**src/rtl/edge_detect_multi_if.sv**
```systemverilog
// Bundle of the edge detector's level inputs, controls and pulse/flag outputs.
// master drives inputs and controls; slave is the detector side.
interface edge_detect_multi_if #(
  parameter int WIDTH = 4
);
  logic [WIDTH-1:0] in;
  logic [1:0]       mode;
  logic [WIDTH-1:0] clr;
  logic [WIDTH-1:0] out;
  logic [WIDTH-1:0] flag;
  logic             evt_any;

  modport master (output in, mode, clr, input out, flag, evt_any);
  modport slave  (input in, mode, clr, output out, flag, evt_any);
endinterface

```
**src/rtl/edge_detect_multi.sv**
```systemverilog
// WIDTH-channel edge detector with stretched pulses, retrigger and sticky flags.
// Optional EDGE_DETECT_SYNC_EN adds a 2-flop synchroniser in front of each channel.
//
// state | meaning
// IDLE  | out low, waiting for a qualifying edge
// PULSE | out high, cnt counts remaining extra cycles down to 0
module edge_detect_multi #(
  parameter int WIDTH   = 4,
  parameter int STRETCH = 1
) (
  input  logic               clk,
  input  logic               rst,
  edge_detect_multi_if.slave bus
);
  localparam int CW = (STRETCH > 1) ? $clog2(STRETCH) : 1;
  localparam logic [CW-1:0] CNT_LOAD = CW'(STRETCH - 1);
  localparam logic IDLE  = 1'b0;
  localparam logic PULSE = 1'b1;

  logic [WIDTH-1:0]         s;
  logic [WIDTH-1:0]         prev;
  logic [WIDTH-1:0]         hit;
  logic [WIDTH-1:0]         state, state_nxt;
  logic [WIDTH-1:0][CW-1:0] cnt, cnt_nxt;
  logic [WIDTH-1:0]         flag_q, flag_nxt;
  logic                     evt_q;
  logic [WIDTH-1:0]         out_d;

`ifdef EDGE_DETECT_SYNC_EN
  logic [WIDTH-1:0] sync1, sync2;

  always_ff @(posedge clk) begin
    if (rst) begin
      sync1 <= '0;
      sync2 <= '0;
    end else begin
      sync1 <= bus.in;
      sync2 <= sync1;
    end
  end

  assign s = sync2;
`else
  assign s = bus.in;
`endif

  assign hit = ({WIDTH{bus.mode[0]}} & s & ~prev) |
               ({WIDTH{bus.mode[1]}} & ~s & prev);

  // Set wins over clear when both land in the same cycle.
  assign flag_nxt = (flag_q & ~bus.clr) | hit;

  always_ff @(posedge clk) begin
    if (rst) begin
      state  <= {WIDTH{IDLE}};
      cnt    <= '0;
      prev   <= '0;
      flag_q <= '0;
      evt_q  <= 1'b0;
    end else begin
      state  <= state_nxt;
      cnt    <= cnt_nxt;
      prev   <= s;
      flag_q <= flag_nxt;
      evt_q  <= |flag_nxt;
    end
  end

  always_comb begin
    state_nxt = state;
    cnt_nxt   = cnt;
    for (int i = 0; i < WIDTH; i++) begin
      case (state[i])
        IDLE: begin
          if (hit[i]) begin
            state_nxt[i] = PULSE;
            cnt_nxt[i]   = CNT_LOAD;
          end
        end
        default: begin
          if (hit[i]) begin
            cnt_nxt[i] = CNT_LOAD;
          end else if (cnt[i] == '0) begin
            state_nxt[i] = IDLE;
          end else begin
            cnt_nxt[i] = cnt[i] - CW'(1);
          end
        end
      endcase
    end
  end

  always_comb begin
    out_d = '0;
    for (int i = 0; i < WIDTH; i++) begin
      out_d[i] = (state[i] == PULSE);
    end
  end

  assign bus.out     = out_d;
  assign bus.flag    = flag_q;
  assign bus.evt_any = evt_q;
endmodule
```
**src/flat_wrapper.sv**
```systemverilog
// flat-port wrapper written by rule: the top's interface ports become plain ports
module edge_detect_multi_flat 
#(
  parameter int WIDTH   = 4,
  parameter int STRETCH = 1
)
  (clk, rst, bus_in, bus_mode, bus_clr, bus_out, bus_flag, bus_evt_any);
  edge_detect_multi_if #(.WIDTH(WIDTH)) bus_i ();
  input  logic clk;
  input  logic rst;
  input wire logic [$bits(bus_i.in)-1:0] bus_in;
  input wire logic [$bits(bus_i.mode)-1:0] bus_mode;
  input wire logic [$bits(bus_i.clr)-1:0] bus_clr;
  output wire logic [$bits(bus_i.out)-1:0] bus_out;
  output wire logic [$bits(bus_i.flag)-1:0] bus_flag;
  output wire logic [$bits(bus_i.evt_any)-1:0] bus_evt_any;
  assign bus_i.in = bus_in;
  assign bus_i.mode = bus_mode;
  assign bus_i.clr = bus_clr;
  assign bus_out = bus_i.out;
  assign bus_flag = bus_i.flag;
  assign bus_evt_any = bus_i.evt_any;
  edge_detect_multi #(.WIDTH(WIDTH), .STRETCH(STRETCH)) u_core (.clk(clk), .rst(rst), .bus(bus_i));
endmodule
```
**config.mk**
```make
export PLATFORM = sky130hd
export DESIGN_NAME = edge_detect_multi_flat
export DESIGN_NICKNAME = d
export VERILOG_FILES = /design/src/rtl/edge_detect_multi_if.sv /design/src/rtl/edge_detect_multi.sv /design/src/flat_wrapper.sv
export SDC_FILE = /design/constraint.sdc
export NUM_CORES = 1
export LEC_CHECK = 0
export CORE_AREA = 4 4 41 43
export DETAILED_ROUTE_END_ITERATION = 7
export DIE_AREA = 0 0 45 47
export GPL_ROUTABILITY_DRIVEN = 1
export HOLD_SLACK_MARGIN = 0.02
export PLACE_DENSITY = 0.7
export SETUP_SLACK_MARGIN = 0.02
export SLEW_MARGIN = 20
export SYNTH_ARGS = -nofsm -noshare
export SYNTH_HDL_FRONTEND = slang
export SYNTH_SLANG_ARGS = --single-unit
```
**constraint.sdc**
```tcl
create_clock -name clk -period 2.7 [get_ports clk]
set_clock_uncertainty 0.05 [all_clocks]
set_input_delay 0.54 -clock clk [delete_from_list [all_inputs] [get_ports clk]]
set_output_delay 0.54 -clock clk [all_outputs]
set_load 0.005 [all_outputs]
```
**Word-level counts from Yosys, hierarchy flattened**

Index checks and enable logic that the tools add are counted.

- Reduce and logical (&&, ||, !) cells: 5
- Mux-type cells: 32
- Bitwise gates (word level): 10
- Add/subtract/negate cells: 4

Operator list:

| operator | count |
|---|---|
| two-way mux 1 bit | 32 |
| bitwise AND 4 bit | 5 |
| NOT 4 bit | 3 |
| bitwise OR 4 bit | 2 |
| nonzero test 2 bit | 4 |
| OR reduction 4 bit | 1 |
| subtractor 1 bit, second input constant | 4 |

- Output and inout bits: 9
- Bits in registers: 17

**Depth between registers and ports, before layout**

- Depth in word-level cells: 6
- Gate-level depth with buffers: 3

**Worst setup path after synthesis**

No wires, ideal clock.

- Kind: in2reg
- From: input port bus_in[1]
- To: register u_core.evt_q (netlist: u_core.bus.evt_any)
- Setup time: 0.132 ns
- Required time: 2.518 ns
- Arrival: 1.022 ns
- Setup slack: 1.496 ns
- Stages on the path: 3
- Buffers on the path: 0
- Path through: and3b_4 nor3_4 a41oi_2

- Word-level cells in the longest chain between the ends: 6

Ends and longest elaborated chain:

| what | RTL line | text |
|---|---|---|
| start, declared | flat_wrapper.sv:11 | `input wire logic [$bits(bus_i.in)-1:0] bus_in;` |
| NOT 4 bit | edge_detect_multi.sv:48 | `({WIDTH{bus.mode[1]}} & ~s & prev);` |
| bitwise AND 4 bit (2 in a row) | edge_detect_multi.sv:48 |  |
| bitwise OR 4 bit (*) | edge_detect_multi.sv:47 | `assign hit = ({WIDTH{bus.mode[0]}} & s & ~prev) \|` |
| bitwise OR 4 bit (*) | edge_detect_multi.sv:51 | `assign flag_nxt = (flag_q & ~bus.clr) \| hit;` |
| OR reduction 4 bit (*) | edge_detect_multi.sv:65 | `evt_q <= \|flag_nxt;` |
| end signal, assigned | edge_detect_multi.sv:65 |  |
| end, declared | edge_detect_multi.sv:26 | `logic evt_q;` |

Mark *: on every way between the ends. The rest lies on a longest branch, timed or not.
A chain may end at the register's enable or synchronous reset.

**Final worst setup path**

- From: register u_core.flag_q[0] (netlist: u_core.bus.flag[0])
- To: output port bus_flag[0]

RTL lines:

| what | RTL line | text |
|---|---|---|
| start, declared | edge_detect_multi.sv:25 | `logic [WIDTH-1:0] flag_q, flag_nxt;` |
| start signal, assigned | edge_detect_multi.sv:64 | `flag_q <= flag_nxt;` |
| end, declared | flat_wrapper.sv:15 | `output wire logic [$bits(bus_i.flag)-1:0] bus_flag;` |

No word-level cell between the ends.

==> impl_metrics.json <==
{
  "status": "complete, no violations",
  "vias": 373,
  "power_uw": 383,
  "fillerInstances": 128,
  "coreArea_mm2": 0.00130,
  "hold_viol": 0,
  "die_width_um": 45,
  "synth_cells": 44,
  "synth-seq-cells": 13,
  "clkTransAtPathRegs_ps": 70,
  "syn-num-nets": 56,
  "worstSetupStartpointType": "flip-flop",
  "clk-insertion-delay-late_ps": 270,
  "cts_root_buf": "clkbuf_4",
  "worstMarginPinSlew_ps": 440,
  "grt_max_degree": 14,
  "antenna_cells": 0,
  "drc": 0,
  "initial_utilization_pct": 36.5,
  "dp_cells": 78,
  "wl_per_cell_um": 10.2,
  "slowest_delay_ps": 500,
  "avgSynthCellArea_um2": 10.8,
  "grt_remaining_overflow": 0,
  "max_freq_ghz": 0.591,
  "fin_crit_ps": 1690,
  "critPathCaptureType": "primary output",
  "grt_pass1_vias": 334,
  "clockBufferDepth": 2,
  "dpl-instance-area_um2": 689,
  "seq_area_frac_synth_pct": 54.7,
  "crit_family": "buffers and inverters",
  "h-tree-depth": 1,
  "cts_made_buffers": 3,
  "critPathKind": "reg2out",
  "stdcell_area_um2": 716,
  "drtPass1Iterations": 4,
  "place_ws_ps": 928,
  "ant_nets": 0,
  "viasPerCell": 4.55,
  "nets": 80,
  "cts.repair.resized": 0,
  "grt_pass1_wl_um": 1350,
  "rsz0062_at_grt": "no",
  "final_common_cell": "clkdlybuf4s50_1",
  "fp.dieH_um": 47,
  "setup_viol": 0,
  "hpwl_um": 666,
  "drive_gt1_share_pct": 10.4,
  "gp_congestion": 0.690,
  "ys_warn_count": 0,
  "path_cells": "clkdlybuf4s50_1",
  "fin_tns_setup_ps": 0,
  "slowest_stage": "clkdlybuf4s50_1",
  "ioPinCount": 21,
  "crit_path_max_fanout": 2,
  "cp.buffers_inverters": 1,
  "cp.arrival_ps": 1100,
  "utilization_pct": 55.0,
  "dieArea_mm2": 0.00212,
  "post-route-period-util_pct": 62.7,
  "postCtsSetupRepairBufs": 0,
  "cts.sinks": 13,
  "drt-total-wl_um": 837,
  "ir_worst_vdd_mv": 0.278,
  "whs_ps": 453,
  "final_cell_count_no_fill": 82,
  "relSlewSlack_pct": 70.6,
  "max_cap_viol_count": 0,
  "ys_types": 12,
  "syn_area_um2": 475,
  "antenna_found_initial": 0,
  "cts_tree": "done",
  "drtIter0Drc": 3,
  "layout_common_cells": "clkdlybuf4s50_1 (20), dfxtp_1 (13), nand3b_1 (6), nor2_1 (6), nor2b_1 (4)",
  "hold_buffers": 0,
  "p_leak_nw": 0.265,
  "crit_required_ps": 2110,
  "setup_ws_ps": 1010,
  "hp-class": "reg2reg",
  "io_buffers": 20,
  "powerDensity_mw_per_mm2": 535,
  "syn2layout_area_growth_pct": 50.5,
  "grtUsageTotal_pct": 9.24,
  "finalMaxSlewViolations": 0,
  "row_count": 13
}
metal layers:
| metal | vias to the layer above | wire length, um | global-route usage (%) |
|---|---|---|---|
| met3 | 4 | 97 | 2.68 |
| met2 | 16 | 374 | 13.6 |
| met5 | - | 0 | 0 |
| li1 | 195 | - | - |
| met1 | 158 | 337 | 10.7 |
| met4 | 0 | 27 | 8.77 |
cells in the mapped netlist:
cell,n,area share (%)
a41oi_2,1,3.4
and3b_4,2,5.3
nor3_4,1,3.4
and3_1,3,3.9
buf_2,1,1.1
a21oi_1,3,3.2
nand3b_1,6,9.5
nor2_1,6,4.7
and2b_1,1,1.6
dfxtp_1,13,55
nand2b_1,3,3.9
nor2b_1,4,5.3
path summary, 6_finish.rpt:
path	endpoint	start	cells past startpoint	slack (ps)
worst min-delay path	u_core.bus.out[0]$_SDFF_PP0_	u_core.prev[0]$_SDFF_PP0_	2	450
worst min register to register	u_core.bus.out[0]$_SDFF_PP0_	u_core.prev[0]$_SDFF_PP0_	2	450
worst max register to register	u_core.bus.evt_any$_SDFF_PP0_	u_core.prev[1]$_SDFF_PP0_	3	1650
worst max-delay path	bus_flag[0]	u_core.bus.flag[0]$_SDFF_PP0_	1	1010
layout make-up:
| cell class | instances | area (um^2) | area share (%) |
|---|---|---|---|
| repair buffers | 20 | 200 | 28.0 |
| well taps | 15 | 18.8 | 2.62 |
| multi-input cells | 30 | 210 | 29.4 |
| clock buffers | 4 | 26.3 | 3.67 |
| flip-flops and latches | 13 | 260 | 36.4 |
cell families (layout without fill, tap and decap cells):
kind of cell / count (synthesis) / count (layout) / synth area share [%]
compound gates: 4 / 4 / 6.58
buf+inv: 1 / 24 / 1.05
flops: 13 / 13 / 54.7
simple gates: 26 / 26 / 37.6
sequential cells by signal (all words and copies together), names as in the netlist:
signal / cells
u_core.bus.out: 4
u_core.prev: 4
u_core.bus.flag: 4
u_core.bus.evt_any: 1
worst min-delay path, stage by stage, from the launching register on:
cell	delay, ps
dfxtp_1	310
nand3b_1	90
a21oi_1	60
power breakdown:
| group | internal, mW | total (mW) | switching, mW |
|---|---|---|---|
| clock | 0.0572 | 0.115 | 0.0573 |
| combinational | 0.0410 | 0.0611 | 0.0201 |
| sequential | 0.203 | 0.207 | 0.00385 |
Power figures use the tool's default switching activity.
